$ cat src/rtl/intr_ctrl.sv
// Machine-mode interrupt controller and trap CSR unit for the RV32 pipeline.
// Holds mstatus/mie/mip/mtvec/mepc/mcause plus a 32-bit machine timer,
// arbitrates pending interrupts against pipeline stalls and issues a
// one-cycle trap request with the vector address.
module intr_ctrl #(
    parameter int ADDR_WIDTH = 32
) (
    input  logic                  clk_i,
    input  logic                  rst_n_i,
    input  logic                  ext_irq_i,
    input  logic                  stall_i,
    input  logic                  jump_enable_i,
    input  logic [ADDR_WIDTH-1:0] jump_addr_i,
    input  logic [ADDR_WIDTH-1:0] inst_addr_i,
    input  logic                  mret_i,
    input  logic                  csr_we_i,
    input  logic [11:0]           csr_waddr_i,
    input  logic [ADDR_WIDTH-1:0] csr_wdata_i,
    input  logic [11:0]           csr_raddr_i,
    output logic [ADDR_WIDTH-1:0] csr_rdata_o,
    output logic                  interrupt_enable_o,
    output logic [ADDR_WIDTH-1:0] mtvec_addr_o,
    output logic [ADDR_WIDTH-1:0] mepc_o
);

    localparam logic [11:0] CSR_MSTATUS  = 12'h300;
    localparam logic [11:0] CSR_MIE      = 12'h304;
    localparam logic [11:0] CSR_MTVEC    = 12'h305;
    localparam logic [11:0] CSR_MEPC     = 12'h341;
    localparam logic [11:0] CSR_MCAUSE   = 12'h342;
    localparam logic [11:0] CSR_MIP      = 12'h344;
    localparam logic [11:0] CSR_MTIMECMP = 12'h7C0;
    localparam logic [11:0] CSR_MTIME    = 12'h7C1;

    localparam logic [ADDR_WIDTH-1:0] ALIGN_MASK = {{(ADDR_WIDTH-2){1'b1}}, 2'b00};
    localparam logic [ADDR_WIDTH-1:0] CAUSE_EXT  = ADDR_WIDTH'(32'h8000_000B);
    localparam logic [ADDR_WIDTH-1:0] CAUSE_TIM  = ADDR_WIDTH'(32'h8000_0007);

    typedef enum logic [1:0] {
        ST_IDLE = 2'd0,
        ST_WAIT = 2'd1,
        ST_TRAP = 2'd2
    } state_t;

    state_t                state_q, state_n;
    logic                  irq_sync1, meip;
    logic                  mtip;
    logic [ADDR_WIDTH-1:0] mtime, mtimecmp;
    logic                  mst_mie, mst_mpie;
    logic                  mie_mtie, mie_meie;
    logic [ADDR_WIDTH-1:0] mtvec_q, mepc_q, mcause_q;
    logic                  irq_pulse_q;

    logic ext_pend, pending, trap_take;
    logic wr_mstatus, wr_mie, wr_mtvec, wr_mepc, wr_mcause, wr_mtimecmp;
    logic [ADDR_WIDTH-1:0] trap_pc;

    assign ext_pend  = mie_meie & meip;
    assign pending   = mst_mie & (ext_pend | (mie_mtie & mtip));
    assign trap_take = (state_q == ST_TRAP);
    assign trap_pc   = jump_enable_i ? jump_addr_i : inst_addr_i;

    assign wr_mstatus  = csr_we_i && (csr_waddr_i == CSR_MSTATUS);
    assign wr_mie      = csr_we_i && (csr_waddr_i == CSR_MIE);
    assign wr_mtvec    = csr_we_i && (csr_waddr_i == CSR_MTVEC);
    assign wr_mepc     = csr_we_i && (csr_waddr_i == CSR_MEPC);
    assign wr_mcause   = csr_we_i && (csr_waddr_i == CSR_MCAUSE);
    assign wr_mtimecmp = csr_we_i && (csr_waddr_i == CSR_MTIMECMP);

    assign interrupt_enable_o = irq_pulse_q;
    assign mtvec_addr_o       = mtvec_q;
    assign mepc_o             = mepc_q;

    // Trap arbitration: a pending interrupt waits out stalls, and is dropped if it goes away
    always_comb begin
        state_n = state_q;
        case (state_q)
            ST_IDLE: if (pending && !mret_i) state_n = stall_i ? ST_WAIT : ST_TRAP;
            ST_WAIT: begin
                if (!pending)     state_n = ST_IDLE;
                else if (!stall_i) state_n = ST_TRAP;
            end
            ST_TRAP: state_n = ST_IDLE;
            default: state_n = ST_IDLE;
        endcase
    end

    // State register; the trap request is a flop so the pipeline sees a clean pulse
    always_ff @(posedge clk_i or negedge rst_n_i) begin
        if (!rst_n_i) begin
            state_q     <= ST_IDLE;
            irq_pulse_q <= 1'b0;
        end else begin
            state_q     <= state_n;
            irq_pulse_q <= (state_n == ST_TRAP);
        end
    end

    // External line synchronizer, free-running timer and registered timer compare
    always_ff @(posedge clk_i or negedge rst_n_i) begin
        if (!rst_n_i) begin
            irq_sync1 <= 1'b0;
            meip      <= 1'b0;
            mtime     <= '0;
            mtip      <= 1'b0;
        end else begin
            irq_sync1 <= ext_irq_i;
            meip      <= irq_sync1;
            mtime     <= mtime + ADDR_WIDTH'(1);
            mtip      <= (mtime >= mtimecmp);
        end
    end

    // CSR state: trap entry outranks mret, which outranks a software write
    always_ff @(posedge clk_i or negedge rst_n_i) begin
        if (!rst_n_i) begin
            mst_mie  <= 1'b0;
            mst_mpie <= 1'b0;
            mie_mtie <= 1'b0;
            mie_meie <= 1'b0;
            mtvec_q  <= '0;
            mepc_q   <= '0;
            mcause_q <= '0;
            mtimecmp <= '1;
        end else begin
            if (trap_take) begin
                mst_mpie <= mst_mie;
                mst_mie  <= 1'b0;
            end else if (mret_i) begin
                mst_mie  <= mst_mpie;
                mst_mpie <= 1'b1;
            end else if (wr_mstatus) begin
                mst_mie  <= csr_wdata_i[3];
                mst_mpie <= csr_wdata_i[7];
            end

            if (trap_take)    mepc_q <= trap_pc & ALIGN_MASK;
            else if (wr_mepc) mepc_q <= csr_wdata_i & ALIGN_MASK;

            if (trap_take)      mcause_q <= ext_pend ? CAUSE_EXT : CAUSE_TIM;
            else if (wr_mcause) mcause_q <= csr_wdata_i;

            if (wr_mie) begin
                mie_mtie <= csr_wdata_i[7];
                mie_meie <= csr_wdata_i[11];
            end
            if (wr_mtvec)    mtvec_q  <= csr_wdata_i & ALIGN_MASK;
            if (wr_mtimecmp) mtimecmp <= csr_wdata_i;
        end
    end

    // Combinational CSR read port; unmapped addresses read zero
    always_comb begin
        csr_rdata_o = '0;
        case (csr_raddr_i)
            CSR_MSTATUS: begin
                csr_rdata_o[3] = mst_mie;
                csr_rdata_o[7] = mst_mpie;
            end
            CSR_MIE: begin
                csr_rdata_o[7]  = mie_mtie;
                csr_rdata_o[11] = mie_meie;
            end
            CSR_MTVEC:    csr_rdata_o = mtvec_q;
            CSR_MEPC:     csr_rdata_o = mepc_q;
            CSR_MCAUSE:   csr_rdata_o = mcause_q;
            CSR_MIP: begin
                csr_rdata_o[7]  = mtip;
                csr_rdata_o[11] = meip;
            end
            CSR_MTIMECMP: csr_rdata_o = mtimecmp;
            CSR_MTIME:    csr_rdata_o = mtime;
            default:      csr_rdata_o = '0;
        endcase
    end

endmodule

$ cat config.mk
export PLATFORM = sky130hd
export DESIGN_NAME = intr_ctrl
export DESIGN_NICKNAME = d
export VERILOG_FILES = /design/src/rtl/intr_ctrl.sv
export SDC_FILE = /design/constraint.sdc
export NUM_CORES = 1
export LEC_CHECK = 0
export ABC_AREA = 1
export CELL_PAD_IN_SITES_DETAIL_PLACEMENT = 1
export CELL_PAD_IN_SITES_GLOBAL_PLACEMENT = 1
export CORE_MARGIN = 5
export CORE_UTILIZATION = 37
export CTS_CLUSTER_SIZE = 40
export DETAILED_ROUTE_END_ITERATION = 8
export GPL_TIMING_DRIVEN = 0
export PLACE_DENSITY_LB_ADDON = 0.1
export REMOVE_ABC_BUFFERS = 1
export SLEW_MARGIN = 0
export SYNTH_ARGS = -nofsm -noshare
export SYNTH_HDL_FRONTEND = slang
export SYNTH_SLANG_ARGS = --single-unit
export TNS_END_PERCENT = 10
$ cat constraint.sdc
create_clock -name clk_i -period 2.1 [get_ports clk_i]
set_clock_uncertainty 0.15 [all_clocks]
set_input_delay 0.42 -clock clk_i [delete_from_list [all_inputs] [get_ports clk_i]]
set_output_delay 0.42 -clock clk_i [all_outputs]
set_load 0.03 [all_outputs]
# Word level (Yosys, flattened, before mapping)
# Cells that the tools add are included.
dict set report op_classes {
  shift 0
  reduce_logical 12
  magnitude_cmp 1
  mux 24
  n_eq_ne 17
  n_mul 0
  addsub 1
  div_mod_pow 0
  bitwise 4
}
# op n
set op_table {}
lappend op_table {{two-way mux 32 bit} 5}
lappend op_table {{equality test 12 x 10 -> 1 bit, second input constant} 11}
lappend op_table {{one-hot mux 20 bit (5 select lines)} 1}
lappend op_table {{one-hot mux 3 bit (5 select lines)} 3}
lappend op_table {{equality test 12 x 11 -> 1 bit, second input constant} 3}
lappend op_table {{adder 32 x 1 -> 32 bit, second input constant} 1}
lappend op_table {{greater-or-equal comparator 32 bit} 1}
lappend op_table {{two-way mux 2 bit} 4}
lappend op_table {{one-hot mux 1 bit (8 select lines)} 1}
lappend op_table {{logical AND 1 bit} 7}
lappend op_table {{one-hot mux 1 bit (7 select lines)} 1}
lappend op_table {{two-way mux 1 bit} 6}
lappend op_table {{one-hot mux 1 bit (6 select lines)} 1}
lappend op_table {{equality test 2 bit, second input constant} 2}
lappend op_table {{two-way mux 4 bit} 1}
lappend op_table {{one-hot mux 2 bit (2 select lines)} 1}
lappend op_table {{nonzero test 2 bit} 2}
lappend op_table {{bitwise AND 1 bit} 3}
lappend op_table {{nonzero test 3 bit} 1}
lappend op_table {{equality test 2 x 1 -> 1 bit, second input constant} 1}
lappend op_table {{logical NOT 2 bit} 1}
lappend op_table {{logical NOT 1 bit} 1}
lappend op_table {{bitwise OR 1 bit} 1}
dict set report word_totals {
  ff_bits 168
  input_bits 127
  latch_bits 0
  rom_bits 0
  mem_count 0
  ram_bits 0
}

# Logic depth before layout (Yosys ltp)
dict set report depth {
  depth_word 7
  ltp_mapped 13
  ltp_nobuf 13
}

# Worst setup path after synthesis
# OpenSTA, ideal clock, no wires.
dict set report synth_path {
  path_kind {input to output}
  startpoint {in csr_raddr_i[1]}
  endpoint {out csr_rdata_o[1]}
  required_time_ns 1.530
  path_slack_ns -0.041
  path_stages 5
  arrival_ns 1.571
  path_cell_list {or2_1 > nor2_4 > nand3_2 > buf_2 > o211ai_1}
}
dict set report synth_between {
  elab_chain_len 2
  word_cells_on_any_way 6
}
# element line_no
set synth_lines {}
lappend synth_lines {{from (decl)} 19} ;# input logic [11:0] csr_raddr_i,
lappend synth_lines {{equality test 12 x 11 -> 1 bit or equality test 12 x 10 -> 1 bit (tied branches)} 155} ;# case (csr_raddr_i)
lappend synth_lines {{one-hot mux 3 bit (5 select lines) *} 155}
lappend synth_lines {{to (decl)} 20} ;# output logic [ADDR_WIDTH-1:0] csr_rdata_o,
# Mark *: on every way between the ends. The rest lies on a longest branch, timed or not.

# Worst setup path after layout
dict set report layout_path {
  startpoint {in csr_raddr_i[0]}
  endpoint {out csr_rdata_o[3]}
}
dict set report layout_between {
  elab_chain_len 2
  word_cells_on_any_way 7
}
# element line_no
set layout_lines {}
lappend layout_lines {{equality test 12 x 11 -> 1 bit or equality test 12 x 10 -> 1 bit (tied branches)} 155}
lappend layout_lines {{one-hot mux 1 bit (6 select lines) *} 155}
# Marks and branches as above.

==> summary by stage <==
Cells and area
The multi-input combinational cells in the finished layout cover a total of approximately 5500 µm². Cells with a size suffix above 1 make up 19.1% of the layout. The final layout contains 1758 nets. The layout has around 3200 filler cells. Compared with the post-synthesis result, the final layout area differs by 43.2%. The total inserted antenna cells is 0. Summing all flip-flop and latch instances after layout gives about 4200 µm². At the end of the flow the core is filled with cells to a little over half.

Setup path
STA classifies the critical path startpoint as a primary input. The depth of the worst register-to-register path is 5. The slowest stage of the critical path is the sky130_fd_sc_hd__or2_4 cell. The signal on the critical path passes through buf_8 > or2_4 > nor2_4 > buf_12 > nand3_4 > buf_12 > o21ai_2 > nor2_1 > nand2_1 > buf_6. The critical path contains buffers and inverters numbering 4 combined. Of all nets on the critical path, the largest fanout is 5. The critical path endpoint category is an output pin.

Counting stages on the worst path, the most repeated cell is sky130_fd_sc_hd__buf_12. The worst register-to-register path ends at mepc_o[15]. The worst register-to-register path begins at state_q[0]. STA puts the critical path data arrival time at 1.85 ns.

On the critical path the largest part of the delay comes from simple AND/OR/NAND/NOR gates. For this run, the slowest stage of the critical path takes about 0.26 ns. The register-to-register path setup slack is between 0.1 and 0.15 ns.

Data on the critical path is required at its endpoint by between 1.5 and 2 ns. The type of the worst setup path is in2out.

Synthesis
The area of the mapped netlist is between 10000 and 15000 µm². The library cell with the largest summed area after synthesis is sky130_fd_sc_hd__dfrtp_1. Summed over its instances, the top area cell type makes up about a third of the synthesized netlist area.

The synthesized area per cell is roughly 7.4 µm². The sequential share of the synthesized area is roughly two fifths. The most used flip-flop cell after synthesis is sky130_fd_sc_hd__dfrtp_1. The commonest cells after synthesis are 277 x sky130_fd_sc_hd__nand2_1, 177 x sky130_fd_sc_hd__inv_1, 176 x sky130_fd_sc_hd__nor2_1.

Counting flops and latches in the post-synthesis netlist gives about 170. The library cell with the highest instance count after synthesis is sky130_fd_sc_hd__nand2_1. The Yosys step of the flow raised 0 warnings.

The number of cells produced by synthesis is between 1000 and 1500. For this run, asynchronously set or reset flops after synthesis account for between 90% and 100%. The unique cell type count in the Yosys netlist is 37.

The count of flip-flops with a built-in enable after synthesis is 0. Ranked by total cell area, the synthesized netlist is headed by sky130_fd_sc_hd__dfrtp_1 33%, sky130_fd_sc_hd__nand2_1 10%, sky130_fd_sc_hd__dfstp_2 8.3%.

Placed design
The congestion estimate from routability-driven global placement came to between 0.8 and 0.9. In this run the tool buffered the top-level ports with approximately 220 buffer cells. The half-perimeter wire length of the detailed placement result is about 23000 µm.

Global route
Entering global routing, the biggest net connects 115 pins. The number of antenna violations at the first check in global routing is 0. The first global-routing pass estimated ~64000 µm of wire. Global routing used 27.0% of the available tracks across all layers. For this run the aggregate overflow at the end of global routing stands at 0. The via count of the first global-routing pass is 10838.

STA
Setup repair after global routing could not meet its margin everywhere. Summed over all failing endpoints, the final setup total negative slack is -9.92 ns. Timing would allow up to between 400 and 500 MHz. Setup slack on the critical path of the routed design comes to -0.321 ns. The max-slew violation count was 0. Setup violations remaining at the end of the flow were counted as 47. For the finished layout, the period the worst path requires is 2.42 ns. Of the available clock period, the critical path in the final layout requires 115%. The number of endpoints with negative hold slack in the final report is 0.

The normalized max-slew margin is between 30% and 40%. The transition time of the tightest slew-check pin is roughly 1.0 ns.

Worst hold path
The worst hold path begins at irq_sync1. The tightest min-delay check is of the reg2reg type. The end of the worst hold path is meip. The worst hold path was traced through 0 stages.

Power
The standby leakage power is between 6 and 7 nW. The total power density per cell area is 682 nW/µm². The worst-case vdd ir drop is 0.556 mV. The post-layout total power is 9.87 mW.

Drt
After detailed routing, the total wire length is between 40000 and 50000 µm. The number of design rule violations left after detail routing is 0. The detailed router's first-iteration violation count is between 600 and 700. The average routed wire per standard cell is around 21 µm. The count of TritonRoute iterations in the first routing pass is 7. Detailed routing inserted a total of slightly above 10000 vias. The detailed-route vias per instance is about 5.3. In this run the remaining antenna-violating nets after routing total 0.

Clocking
The clock drives ~170 sinks. The register clock-pin slew on the reported worst setup and hold paths is around 0.07 ns. TritonCTS built the clock tree.

The root buffer cell chosen for the clock tree is sky130_fd_sc_hd__clkbuf_16. The number of buffers created by CTS is 17. The clock tree synthesis step divided the H-tree into 4 levels. The worst-skew pair later-pin latency is roughly 0.44 ns.

The deepest clock path buffer count is 2.

Floorplan
The die covers about 31000 µm². The initial utilization of the core area, before any placement, comes to 37.5%. The placeable core region is around 27000 µm². The die width is roughly 180 µm. In this run the vertical extent of the chip is about 180 µm. After floorplanning, the core was divided into 60 placement rows. The boundary pin count is roughly 220.

Run
Max-cap violations in this run came to 0.

Run status
The run finished, with violations left. The final reports fail on setup timing.
[per-stage QoR]
| stage | std cells | instance area (µm²) | hold WS, ns | worst slack [ns] |
|---|---|---|---|---|
| 6_report | 1950 | 14500 | 0.198 | -0.321 |
| 3_3_place_gp | 1849 | 12300 | 0.187 | -7.05 |
| 2_1_floorplan | 1293 | 9690 | -0.0256 | -0.838 |
| 5_1_grt | 1950 | 14500 | 0.213 | -0.409 |
| 3_5_place_dp | 1855 | 12400 | 0.188 | -3.04 |
| 4_1_cts | 1947 | 14300 | 0.202 | -0.292 |
[state kept, by name (all words and copies together) (netlist names)]
name / cells
mcause_q: 32
mtime: 32
mtimecmp: 32
mepc_o: 30
mtvec_addr_o: 30
state_q: 2
interrupt_enable_o: 1
irq_sync1: 1
meip: 1
mie_meie: 1
mie_mtie: 1
mst_mie: 1
mst_mpie: 1
mtip: 1
[kinds of logic after synthesis]
group,after synthesis,synth area share [%]
simple gates,636,27.6
buf+inv,257,11.2
compound gates,239,13.2
flops,166,41.5
fa+ha+maj,33,4.09
xor+xnor,27,2.34
other cells,1,0.0371
[worst reg2reg max path: stages (launching register included)]
cell                      delay, ns
sky130_fd_sc_hd__dfrtp_1       0.59
sky130_fd_sc_hd__nor2_4        0.07
sky130_fd_sc_hd__buf_12        0.16
sky130_fd_sc_hd__inv_12        0.27
sky130_fd_sc_hd__nand2_8       0.33
sky130_fd_sc_hd__o21ai_0       0.31
[how the worst max path moves through the flow]
stage	from	endpoint	slack, ns	depth (start not counted)
floorplan	csr_raddr_i[11]	csr_rdata_o[1]	-0.84	5
global placement	rst_n_i	mepc_o[21]	-7.05	1
detailed placement	csr_raddr_i[7]	csr_rdata_o[9]	-3.04	8
CTS	csr_raddr_i[0]	csr_rdata_o[30]	-0.29	10
global route	jump_enable_i	mepc_o[4]	-0.41	6
finish	csr_raddr_i[0]	csr_rdata_o[3]	-0.32	10
[repair_timing]
item | 4_1_cts | 5_1_grt
hold buffers | 1 | 0
setup endpoints to repair | 159 | 94
buffers inserted | 47 | 3
gates cloned | 14 | 0
gates resized for setup | 404 | 53
endpoints found under the hold margin | 47 | 0
pin swaps | 50 | 16
[power by group]
group	switching, mW	internal (mW)	total, mW
clock	1.42	2.11	3.53
sequential	0.209	3.56	3.77
combinational	1.57	1.00	2.57
total	3.20	6.67	9.87
[layer usage]
metal	GRT usage [%]	share of wire, %	vias to the layer above
li1	-	-	4852
met1	34.5	43	5067
met2	46.2	49	318
met3	5.88	6.2	58
met4	7.33	2.2	0
met5	0	0	-
[layout by cell type (no fill, tap or decap), types with 15 or more instances in the layout]
cell type,count
sky130_fd_sc_hd__xor2_1,19
sky130_fd_sc_hd__buf_4,30
sky130_fd_sc_hd__nand3_1,97
sky130_fd_sc_hd__buf_12,15
sky130_fd_sc_hd__a21oi_1,45
sky130_fd_sc_hd__clkdlybuf4s50_1,148
sky130_fd_sc_hd__o21ai_0,83
sky130_fd_sc_hd__clkbuf_16,17
sky130_fd_sc_hd__inv_1,176
sky130_fd_sc_hd__dlymetal6s2s_1,20
sky130_fd_sc_hd__dfstp_2,32
sky130_fd_sc_hd__nand2_1,268
sky130_fd_sc_hd__o21ai_4,16
sky130_fd_sc_hd__dfrtp_1,134
sky130_fd_sc_hd__o21ai_1,45
sky130_fd_sc_hd__buf_6,38
sky130_fd_sc_hd__nor2_1,165
sky130_fd_sc_hd__ha_1,33
sky130_fd_sc_hd__nand4_1,37
sky130_fd_sc_hd__o21ai_2,30
sky130_fd_sc_hd__nor2_4,17
[layout make-up]
type,instances,share of cell area (%)
clock inverters,12,1.41
multi-input cells,950,38.0
clock buffers,18,2.96
repair inverters,2,0.0951
repair buffers,273,20.6
well taps,341,2.95
flip-flops and latches,166,29.0
inverters,188,5.03
Note: power is estimated with default switching activity, not from simulation.
